`src/rtl/csr_trap_sequencer.sv`:
```
// csr_trap_sequencer: shares the CSR write port between instruction CSR writes and M-mode trap entry / MRET
// Ports: trap_req/trap_ack and mret_req/mret_ack handshakes (trap fields sampled on ack), insn_csr_* instruction
// write path with a combinational grant, mstatus_in/mtvec_in/mepc_in current CSR values, csr_we/csr_waddr/csr_wdata
// shared write port, redirect_valid/redirect_pc PC redirect strobe, busy while a sequence is in flight.
module csr_trap_sequencer #(
    parameter int XLEN        = 32,
    parameter int ALEN        = 12,
    parameter bit VECTORED_EN = 1'b1
) (
    input  logic            clk,
    input  logic            rst,
    input  logic            trap_req,
    input  logic [XLEN-1:0] trap_cause,
    input  logic [XLEN-1:0] trap_tval,
    input  logic [XLEN-1:0] trap_pc,
    output logic            trap_ack,
    input  logic            mret_req,
    output logic            mret_ack,
    input  logic            insn_csr_req,
    input  logic [ALEN-1:0] insn_csr_addr,
    input  logic [XLEN-1:0] insn_csr_wdata,
    output logic            insn_csr_gnt,
    input  logic [XLEN-1:0] mstatus_in,
    input  logic [XLEN-1:0] mtvec_in,
    input  logic [XLEN-1:0] mepc_in,
    output logic            csr_we,
    output logic [ALEN-1:0] csr_waddr,
    output logic [XLEN-1:0] csr_wdata,
    output logic            redirect_valid,
    output logic [XLEN-1:0] redirect_pc,
    output logic            busy
);
    typedef enum logic [2:0] {IDLE, T_MEPC, T_MCAUSE, T_MTVAL, T_MSTATUS, M_MSTATUS, REDIRECT} state_t;
    state_t state;
    logic [XLEN-1:0] cause, tval, mstatus, mtvec, wdata, rpc;
    logic [XLEN-1:0] base, target, trap_status, mret_status;
    logic [ALEN-1:0] waddr;
    logic we, rv, idle;

    // Reset also masks every output in the cycle it is asserted, so an abort takes effect immediately.
    assign idle = state == IDLE && !rst;
    assign trap_ack = idle && trap_req;
    assign mret_ack = idle && !trap_req && mret_req;
    assign insn_csr_gnt = idle && !trap_req && !mret_req && insn_csr_req;
    assign busy = state != IDLE && !rst;
    assign csr_we = !rst && (we || insn_csr_gnt);
    assign csr_waddr = !csr_we ? '0 : we ? waddr : insn_csr_addr;
    assign csr_wdata = !csr_we ? '0 : we ? wdata : insn_csr_wdata;
    assign redirect_valid = rv && !rst;
    assign redirect_pc = redirect_valid ? rpc : '0;

    // Vector offset wraps modulo 2^XLEN; the interrupt flag is shifted out.
    assign base = mtvec & ~XLEN'(3);
    assign target = (VECTORED_EN && mtvec[1:0] == 2'b01 && cause[XLEN-1]) ? base + (cause << 2) : base;

    always_comb begin
        trap_status = mstatus;
        trap_status[7] = mstatus[3];
        trap_status[3] = 1'b0;
        trap_status[12:11] = 2'b11;
    end

    always_comb begin
        mret_status = mstatus_in;
        mret_status[3] = mstatus_in[7];
        mret_status[7] = 1'b1;
        mret_status[12:11] = 2'b11;
    end

    // Write-port values are registered one state ahead so each state presents its own write.
    always_ff @(posedge clk) begin
        if (rst) begin
            state <= IDLE;
            cause <= '0;
            tval <= '0;
            mstatus <= '0;
            mtvec <= '0;
            we <= 1'b0;
            waddr <= '0;
            wdata <= '0;
            rv <= 1'b0;
            rpc <= '0;
        end else begin
            case (state)
                IDLE: begin
                    if (trap_req) begin
                        state <= T_MEPC;
                        cause <= trap_cause;
                        tval <= trap_tval;
                        mstatus <= mstatus_in;
                        mtvec <= mtvec_in;
                        we <= 1'b1;
                        waddr <= ALEN'(12'h341);
                        wdata <= trap_pc & ~XLEN'(3);
                    end else if (mret_req) begin
                        state <= M_MSTATUS;
                        we <= 1'b1;
                        waddr <= ALEN'(12'h300);
                        wdata <= mret_status;
                        rpc <= mepc_in & ~XLEN'(3);
                    end
                end
                T_MEPC: begin
                    state <= T_MCAUSE;
                    waddr <= ALEN'(12'h342);
                    wdata <= cause;
                end
                T_MCAUSE: begin
                    state <= T_MTVAL;
                    waddr <= ALEN'(12'h343);
                    wdata <= tval;
                end
                T_MTVAL: begin
                    state <= T_MSTATUS;
                    waddr <= ALEN'(12'h300);
                    wdata <= trap_status;
                end
                T_MSTATUS: begin
                    state <= REDIRECT;
                    we <= 1'b0;
                    waddr <= '0;
                    wdata <= '0;
                    rv <= 1'b1;
                    rpc <= target;
                end
                M_MSTATUS: begin
                    state <= REDIRECT;
                    we <= 1'b0;
                    waddr <= '0;
                    wdata <= '0;
                    rv <= 1'b1;
                end
                default: begin
                    state <= IDLE;
                    rv <= 1'b0;
                    rpc <= '0;
                end
            endcase
        end
    end
endmodule

```
`config.mk`:
```
export PLATFORM = sky130hd
export DESIGN_NAME = csr_trap_sequencer
export DESIGN_NICKNAME = d
export VERILOG_FILES = /design/src/rtl/csr_trap_sequencer.sv
export SDC_FILE = /design/constraint.sdc
export NUM_CORES = 1
export LEC_CHECK = 0
export CORE_MARGIN = 2
export CORE_UTILIZATION = 48
export DETAILED_ROUTE_END_ITERATION = 10
export PLACE_DENSITY_LB_ADDON = 0.1
export SLEW_MARGIN = 10
export SYNTH_ARGS = -nofsm -noshare
export SYNTH_HDL_FRONTEND = slang
export SYNTH_SLANG_ARGS = --single-unit
```
`constraint.sdc`:
```
create_clock -name clk -period 3.4 [get_ports clk]
set_clock_uncertainty 0.15 [all_clocks]
set_input_delay 0.68 -clock clk [delete_from_list [all_inputs] [get_ports clk]]
set_output_delay 0.68 -clock clk [all_outputs]
set_load 0.005 [all_outputs]
```
* After elaboration in Yosys (flattened, before gate mapping)
Cells that the tools add are included.
** Storage, ports and cells
- Flip-flop bits (word level) :: 209
- Bits in latches :: 0
- RAM bits :: 0
- Bits in read-only memories :: 0
- Input bits :: 241
- Output and inout bits :: 82
- Logic and storage cells :: 68
- Memories kept :: 0
** Cells by class
- Add/sub/neg operators :: 1
- $mul :: 0
- Div/mod/pow operators :: 0
- Magnitude comparators :: 0
- Equality and inequality tests :: 9
- Shifts and indexed selects :: 0
- Muxes and demuxes :: 22
- Bitwise gates (word level) :: 1
- Reduce and logical (&&, ||, !) cells :: 25
** Operators with widths (count)
- $mux W32 :: 8
- $pmux W32 S5 :: 1
- $pmux W32 S3 :: 1
- $pmux W12 S5 :: 1
- $mux W12 :: 4
- $add A32 B32 Y32 :: 1
- $pmux W3 S5 :: 1
- $logic_and A1 B1 Y1 :: 10
- $reduce_or A4 Y1 :: 2
- $eq A3 B2 Y1 const B :: 2
- $eq A3 B3 Y1 const B :: 2
- $mux W3 :: 2
- $reduce_and A2 Y1 :: 3
- $reduce_bool A5 Y1 :: 1
- $ne A2 B2 Y1 const B :: 2
- $pmux W1 S2 :: 2
- $eq A3 B1 Y1 const B :: 1
- $logic_not A1 Y1 :: 3
- $logic_not A3 Y1 :: 1
- $ne A3 B3 Y1 const B :: 1
- $reduce_and A3 Y1 :: 1
- $reduce_bool A3 Y1 :: 1
- $eq A2 B1 Y1 const B :: 1
- $mux W1 :: 2
- other kinds (4) :: 4

* Depth between registers and ports, before layout
Gate-level depths: netlist of run 1.
- Depth in word-level cells :: 8
- Mapped depth :: 10
- Depth with buffers taken out :: 9

* Least setup slack after synthesis of run 1
OpenSTA, ideal clock, no wires.
- Path kind :: input to output
- From :: input trap_req
- To :: output csr_wdata[12]
- Arrival time :: 2.029 ns
- Data required time :: 2.570 ns
- Setup slack :: 0.541 ns
- Cell stages on the path :: 8
- Path buffers :: 3
- Cell sequence :: clkbuf_1 -> nor2_1 -> nand2_1 -> nor3_1 -> a21oi_1 -> clkbuf_1 -> buf_1 -> nor2_1
** Between the ends
- Longest elaborated chain between the ends :: 7
** Ends and longest elaborated chain
- from (decl) :: line 12 : input logic trap_req,
- $logic_not A1 Y1 :: line 44 : assign insn_csr_gnt = idle && !trap_req && !mret_req && insn_csr_req;
- $logic_and A1 B1 Y1 (3 in series) :: line 44
- named net insn_csr_gnt :: line 22 : output logic insn_csr_gnt,
- $logic_or A1 B1 Y1 :: line 46 : assign csr_we = !rst && (we || insn_csr_gnt);
- $logic_and A1 B1 Y1 :: line 46
- $mux W32 :: line 48 : assign csr_wdata = !csr_we ? '0 : we ? wdata : insn_csr_wdata;
- to (decl) :: line 28 : output logic [XLEN-1:0] csr_wdata,
The timed path passes the listed nets, and every way through them passes these cells.

* Worst setup path after layout of run 1
- From :: input insn_csr_req
- To :: output csr_wdata[19]
** Between the ends
- Longest elaborated chain between the ends :: 4
** Ends and longest elaborated chain
- from (decl) :: line 19 : input logic insn_csr_req,
- $logic_and A1 B1 Y1 :: line 44
- $logic_or A1 B1 Y1 :: line 46
- $logic_and A1 B1 Y1 :: line 46
- $mux W32 :: line 48
Every way passes these cells.

==> key figures, run 1 <==
Finish
  – Area of the multi-input gates: 6570 µm²
  – Sequential cell area: 3930 µm²
  – Final #Nets: 1976
  – Non-filler instance count after layout: 2005
  – Area growth from synthesis to layout: 36.9%
  – Share of layout cells above drive strength 1: 6.64%
  – Fill cells: 2017
  – Final instance area: 15000 µm²

Logic synthesis
  – Seq cells post-synth: 196
  – Post-Synth Adder-Cell Area: 3.48%
  – Synth Area in Simple Gates: 20.7%
  – Synth Flop Type: dfxtp_1
  – Compound-Gate Fraction of Synth Area: 24.0%
  – Syn_area_per_cell: 7.59 µm²
  – Xor/xnor cell area share of the yosys netlist: 1.67%
  – Mapped Cells: 1448
  – Multiplexer share of the synthesized area: 9.29%
  – FFs w/ async S/R, synth: 0%
  – EDFF count, synth: 0
  – Mapped cell area: 11000 µm²
  – Unique masters post-synth: 65
  – Largest family of logic cells by synthesized area: compound AO/OA/AOI/OAI gates
  – Sequential area share after synthesis: 35.7%
  – Synth warn: 0

Job
  – Max capacitance violation total: 0

GRT
  – GRT Util Overall: 30.2%
  – Initial antenna violation count: 2
  – GRT overflow: 0
  – Vias in the first global route: 10900
  – Largest net degree at the start of global routing: 126
  – First-pass GRT wire length: 58.1 mm

Pwr
  – Power per Cell Area: 468 nW/µm²
  – Peak supply drop: 0.357 mV
  – Combinational power share: 31.2%
  – Clock power frac: 28.5%
  – Tot Pwr: 7.03 mW
  – Cell Int Power: 4.61 mW
  – Sw Ratio: 34.4%
  – NetSw: 2.42 mW
  – Sequential Power Share: 40.2%
  – Leakage: 5.77 nW

Setup path
  – Critical R2R Launch: cause[0]
  – Crit path kind: input pin to output port
  – Worst reg2reg path depth: 9
  – Worst endpoint required time: 2.57 ns
  – Crit-path max FO: 11
  – Critical Path Start: insn_csr_req
  – CP Launch Type: input pin
  – Worst setup EP type: output port
  – Worst path arrival time: 2.49 ns

Timing
  – Hold Vio Cnt, Final: 0
  – Final worst slack: 0.0781 ns
  – Peak Freq: 301 MHz
  – Fin crit share: 97.7%
  – Slew headroom: 36.0%
  – Final setup viols: 0
  – Fin Setup TNS: 0 ns
  – Max-slew violations: 0
  – Worst slew pin tran: 0.959 ns
  – Post-layout minimum cycle time: 3.32 ns

Clock tree
  – Clock sink count: 196
  – H-tree depth: 4
  – Max Buffers Root-to-Sink: 2
  – CTS tree: done
  – Clock-pin slew on the worst setup and hold paths: 0.07 ns
  – Worst-skew pair later-pin latency: 0.43 ns
  – Root Buffer: clkbuf_16
  – Total CTS buffers: 17
  – Cts hold-fix bufs: 0

Floorplan
  – Full die area: 24100 µm²
  – Core area: 22600 µm²
  – Initial core utilization: 48.7%
  – Chip width: 155 µm
  – Die Height: 155 µm
  – Io pins: 323
  – # rows: 55

Route
  – Routed Antenna Nets: 0
  – Vias post-DR: 11500
  – First-pass detailed-route iteration total: 9
  – Final wirelength: 37.3 mm
  – Vias per cell: 5.72
  – DRC Markers: 0
  – First DRT Iteration DRCs: 771
  – Per-cell routed wire length: 18.6 µm

Place
  – Placed Area: 14400 µm²
  – Post-Place Cells: 1968
  – Port Buf Inserts: 314
  – RD Place Congestion: 0.941
  – Hpwl dp: 26.9 mm
  – Place WS: -0.118 ns

Outcome
  – Run status: completed

Worst hold path
  – Hold Crit Class: flop to flop
  – Hold path cells: 2
  – Hold path startpoint: rpc[19]
-- worst max-delay path, stage by stage --
cell and delay, ns:
clkdlybuf4s50_1 0.47, nand2_1 0.09, nor3_4 0.17, buf_4 0.16, a21oi_4 0.07, clkbuf_16 0.23
nor2_1 0.11, clkdlybuf4s50_1 0.51
-- kinds of logic (layout without fill, tap and decap cells) --
| group | count (synthesis) | count (layout) |
|---|---|---|
| simple gates | 538 | 538 |
| xor+xnor | 21 | 21 |
| compound gates | 429 | 429 |
| fa+ha+maj | 30 | 30 |
| buf+inv | 133 | 402 |
| mux | 100 | 100 |
| flops | 196 | 196 |
| other cells | 1 | 4 |
-- final cells by class --
class | instances | share of cell area (%)
tap | 285 | 2.37
timing repair buffer | 354 | 23.6
sequential | 196 | 26.1
clock inverter | 14 | 0.981
inverter | 16 | 0.399
antenna | 2 | 0.0333
clock buffer | 18 | 2.85
multi-input combinational | 1120 | 43.7
-- layout by cell type (no fill, tap or decap), types with 19 or more instances in the layout --
| cell type | count |
|---|---|
| o21ai_0 | 80 |
| nor2_1 | 127 |
| buf_4 | 32 |
| and2_1 | 37 |
| clkbuf_16 | 19 |
| dfxtp_1 | 193 |
| o221ai_1 | 26 |
| a21oi_1 | 192 |
| clkdlybuf4s50_1 | 307 |
| a22oi_1 | 23 |
| ha_1 | 29 |
| mux2i_1 | 84 |
| nand2_1 | 303 |
-- final timing paths --
check             slack [ns]             to
hold reg to reg         0.31        rpc[19]
hold / removal          0.31        rpc[19]
setup / recovery        0.08  csr_wdata[19]
setup reg to reg        0.50        rpc[24]
-- state kept, by name, summed over array words and instances, names as in the netlist --
signal and flops:
mtvec 32, mstatus 29, we 1, tval 32
cause 32, wdata 32, rv 1, state 3
waddr 4, rpc 30
-- power by group through the flow --
stage	Sequential [mW]	Combinational, mW	Clock, mW
global route	2.86	2.43	2.12
floorplan	2.76	1.39	0
finish	2.83	2.20	2.01
global placement	2.87	2.13	0
detailed placement	2.87	2.15	0
CTS	2.82	2.17	2.04
-- stage by stage --
| step | util, % | hold slack [ns] |
|---|---|---|
| 5_1_grt | 66.7 | 0.326 |
| 2_1_floorplan | - | 0.267 |
| 4_1_cts | 66.3 | 0.303 |
| 3_3_place_gp | 63.7 | 0.280 |
| 3_5_place_dp | 63.7 | 0.287 |
| 6_report | 66.7 | 0.305 |
-- layer usage --
layer / track usage (%) / vias up / wire length (µm)
met5: 0 / - / 0
met4: 9.00 / 0 / 844
met3: 5.29 / 47 / 2430
met2: 51.1 / 437 / 17800
met1: 39.6 / 5357 / 16300
li1: - / 5624 / -
-- cells in the mapped netlist, types with 4 or more instances --
| library cell | instances | share of area, % |
|---|---|---|
| nand2_1 | 305 | 10 |
| dfxtp_1 | 196 | 36 |
| a21oi_1 | 194 | 8.8 |
| nor2_1 | 128 | 4.4 |
| clkbuf_1 | 87 | 3.0 |
| mux2i_1 | 84 | 7.6 |
| o21ai_0 | 81 | 3.7 |
| and2_1 | 38 | 2.2 |
| ha_1 | 29 | 3.3 |
| o221ai_1 | 26 | 2.1 |
| a22oi_1 | 23 | 1.6 |
| buf_1 | 17 | 0.58 |
| inv_1 | 16 | 0.55 |
| mux2_2 | 16 | 1.6 |
| a31oi_1 | 14 | 0.80 |
| nand3_1 | 12 | 0.55 |
| xnor2_1 | 12 | 0.96 |
| nor3_1 | 11 | 0.50 |
| a211oi_1 | 9 | 0.61 |
| a221o_1 | 9 | 0.82 |
| nand4_1 | 9 | 0.51 |
| xor2_1 | 9 | 0.72 |
| a221oi_1 | 8 | 0.64 |
| a222oi_1 | 8 | 0.73 |
| o211ai_1 | 8 | 0.55 |
| o21a_1 | 8 | 0.55 |
| and3_1 | 6 | 0.34 |
| buf_2 | 6 | 0.27 |
| a21o_1 | 5 | 0.34 |
| nand2b_1 | 5 | 0.28 |
| o31ai_1 | 5 | 0.34 |
| nand3b_1 | 4 | 0.27 |
| nor2b_1 | 4 | 0.23 |
| nor3b_1 | 4 | 0.27 |
| o22ai_1 | 4 | 0.23 |
-- what timing repair did --
action / 4_1_cts / 5_1_grt
cloned: 0 / 2
endpoints found under the hold margin: 0 / 0
resized for setup: 4 / 6
setup buffers: 0 / 1
pin swaps: 0 / 1
endpoints found under the setup margin: 45 / 44
(Power assumes the default switching activity.)
==> inputs of run 2 (changes only) <==
Settings changed: CORE_ASPECT_RATIO set to 1.2.
==> run 2 against run 1 <==
Net effect:
- non-clock buffer count is 1 lower
- critical path type unchanged
- die area barely moved
- register-to-register slack improved by 0.02 ns
- worst hold slack got worse by 0.0049 ns
- via count fell by 0.53%
- clock-buffer cell count stayed put
- highest routed layer unchanged
- clock power is 5% higher
- combinational power is essentially flat
- global-route usage shrank 0.40 points
- final cell count is 0.45% lower
- first-iteration DRC count is 6.9% higher
- final area decreased by 0.18%
==> key figures, run 2 (synthesis gave the netlist of run 1 again) <==
Outcome
  – Run status: completed

Timing
  – Max-slew violations: 0 (unchanged)
  – Hold Vio Cnt, Final: 0 (unchanged)
  – Peak Freq: 302 MHz (+0.38%)
  – Final setup viols: 0 (unchanged)
  – Worst slew pin tran: 0.962 ns (+0.00254 ns)
  – Post-layout minimum cycle time: 3.31 ns (-0.0126 ns)
  – Slew headroom: 35.9% (-0.17 points)
  – RSZ-0062 raised after global routing: false
  – Fin crit share: 97.3% (-0.37 points)
  – Fin Setup TNS: 0 ns (unchanged)
  – Final hold slack: 0.300 ns (-0.00487 ns)

Setup path
  – Worst reg2reg path depth: 8 (-1)
  – Crit path kind: input pin to output port
  – CP Launch Type: input pin
  – Worst setup EP type: output port
  – Crit-path max FO: 15 (+4)
  – Worst endpoint required time: 2.57 ns (about the same)
  – Worst path arrival time: 2.48 ns (about the same)

GRT
  – First-pass GRT wire length: 57.0 mm (-1.8%)
  – GR Util met2: 51.6% (+0.51 points)
  – Met1 Usage GRT: 37.7% (-1.9 points)
  – Initial antenna violation count: 2 (unchanged)
  – GRT Util Overall: 29.8% (-0.40 points)
  – Busiest grt layer: met2
  – Met3 Usage GRT: 5.56% (+0.27 points)
  – GRT overflow: 0 (unchanged)
  – Largest net degree at the start of global routing: 84 (-33%)
  – Vias in the first global route: 10900 (-0.20%)

Clock tree
  – H-tree depth: 4 (unchanged)
  – Clock-pin slew on the worst setup and hold paths: 0.07 ns (about the same)
  – Total CTS buffers: 17 (unchanged)
  – Worst-skew pair later-pin latency: 0.44 ns (about the same)
  – CTS tree: done
  – Root Buffer: clkbuf_16
  – Max Buffers Root-to-Sink: 2 (unchanged)
  – Clock sink count: 196 (unchanged)

Worst hold path
  – Hold path cells: 2 (unchanged)
  – Hold Crit Class: flop to flop

Floorplan
  – Full die area: 24100 µm² (about the same)
  – Chip width: 142 µm (-8.5%)
  – # rows: 60 (+9.1%)
  – Die Height: 170 µm (+9.3%)
  – Io pins: 323 (unchanged)
  – Initial core utilization: 49.0% (+0.27 points)
  – Core area: 22400 µm² (-0.55%)

Finish
  – Area growth from synthesis to layout: 36.6%
  – Final instance area: 15000 µm² (-0.18%)
  – Sequential cell area: 3930 µm² (unchanged)
  – Post-layout util: 66.9% (+0.25 points)
  – Commonest non-fill, non-tap cells in the layout: clkdlybuf4s50_1, nand2_1, dfxtp_1, a21oi_1, nor2_1
  – Commonest non-fill, non-tap cell in the layout: clkdlybuf4s50_1
  – Area of the multi-input gates: 6570 µm² (about the same)
  – Share of layout cells above drive strength 1: 6.64% (+0.0077 points)
  – Fill cells: 1924 (-4.6%)
  – Final #Nets: 1975 (-0.051%)

Pwr
  – Sequential Power Share: 39.6% (-0.6 points)
  – Sw Ratio: 33.3% (-1.1 points)
  – Clock power frac: 29.7% (+1.2 points)
  – Power per Cell Area: 475 nW/µm² (+1.6%)
  – Leakage: 5.73 nW (-0.67%)
  – Peak supply drop: 0.402 mV (+12%)
  – Combinational power share: 30.7% (-0.5 points)
  – NetSw: 2.38 mW (-1.9%)
  – Cell Int Power: 4.76 mW (+3.1%)

Route
  – First-pass detailed-route iteration total: 6 (-3)
  – DRC Markers: 0 (unchanged)
  – Routed Antenna Nets: 0 (unchanged)
  – Vias per cell: 5.71 (about the same)
  – Final wirelength: 36.7 mm (-1.6%)
  – Per-cell routed wire length: 18.4 µm (-1.1%)
  – First DRT Iteration DRCs: 824 (+6.9%)
  – Vias post-DR: 11400 (-0.53%)

Place
  – RD Place Congestion: 0.924 (-1.8%)
  – Placed Area: 14400 µm² (unchanged)
  – Port Buf Inserts: 314 (unchanged)
  – Hpwl dp: 26.6 mm (-1.3%)

Job
  – Max capacitance violation total: 0 (unchanged)
## run 2: timing repair
| action | in CTS | in global routing |
|---|---|---|
| resized for setup | 1 | 6 |
| pin swaps | 0 | 2 |
| endpoints found under the setup margin | 12 | 43 |
| endpoints found under the hold margin | 0 | 0 |
| hold buffers | 0 | 0 |
| setup buffers | 0 | 1 |
## run 2: path summary, 6_finish.rpt
kind	startpoint	end	slack, ns
worst min-delay path	rpc[14]	rpc[14]	0.30
worst min register to register	rpc[14]	rpc[14]	0.30
worst max register to register	state[1]	cause[16]	0.52
worst max-delay path	insn_csr_req	csr_wdata[11]	0.09
## run 2: through the flow
stage	worst slack [ns]	std cells	total power, mW
3_3_place_gp	-0.0418	1963	5.00
2_1_floorplan	0.541	1449	4.15
6_report	0.0907	1996	7.13
5_1_grt	0.00628	1996	7.49
3_5_place_dp	-0.0561	1963	5.03
4_1_cts	0.0113	1994	7.15
## run 2: worst max-delay path, cell delays in order
cell             delay, ns
clkdlybuf4s50_1       0.46
nand2_1               0.06
nor3_2                0.22
buf_4                 0.17
a21oi_4               0.04
buf_4                 0.21
nor2_1                0.13
clkdlybuf4s50_1       0.51
## run 2: cell type report
type | count | share of cell area (%)
Sequential cell | 196 | 26.2
Clock buffer | 18 | 2.92
Inverter | 16 | 0.400
Multi-Input combinational cell | 1120 | 43.7
Tap cell | 279 | 2.32
Timing Repair Buffer | 353 | 23.3
Clock inverter | 13 | 1.13
Antenna cell | 1 | 0.0167
## run 2: per-layer routing
metal	vias up	wire length [µm]
met4	0	747
met3	55	2390
li1	5606	-
met2	423	18300
met1	5320	15300
met5	-	0
## run 2: power by group through the flow
stage          logic (mW)  registers [mW]  clock network [mW]
3_3_place_gp         2.14            2.86                   0
5_1_grt              2.41            2.85                2.23
6_report             2.19            2.82                2.12
4_1_cts              2.19            2.82                2.15
2_1_floorplan        1.39            2.76                   0
3_5_place_dp         2.17            2.87                   0
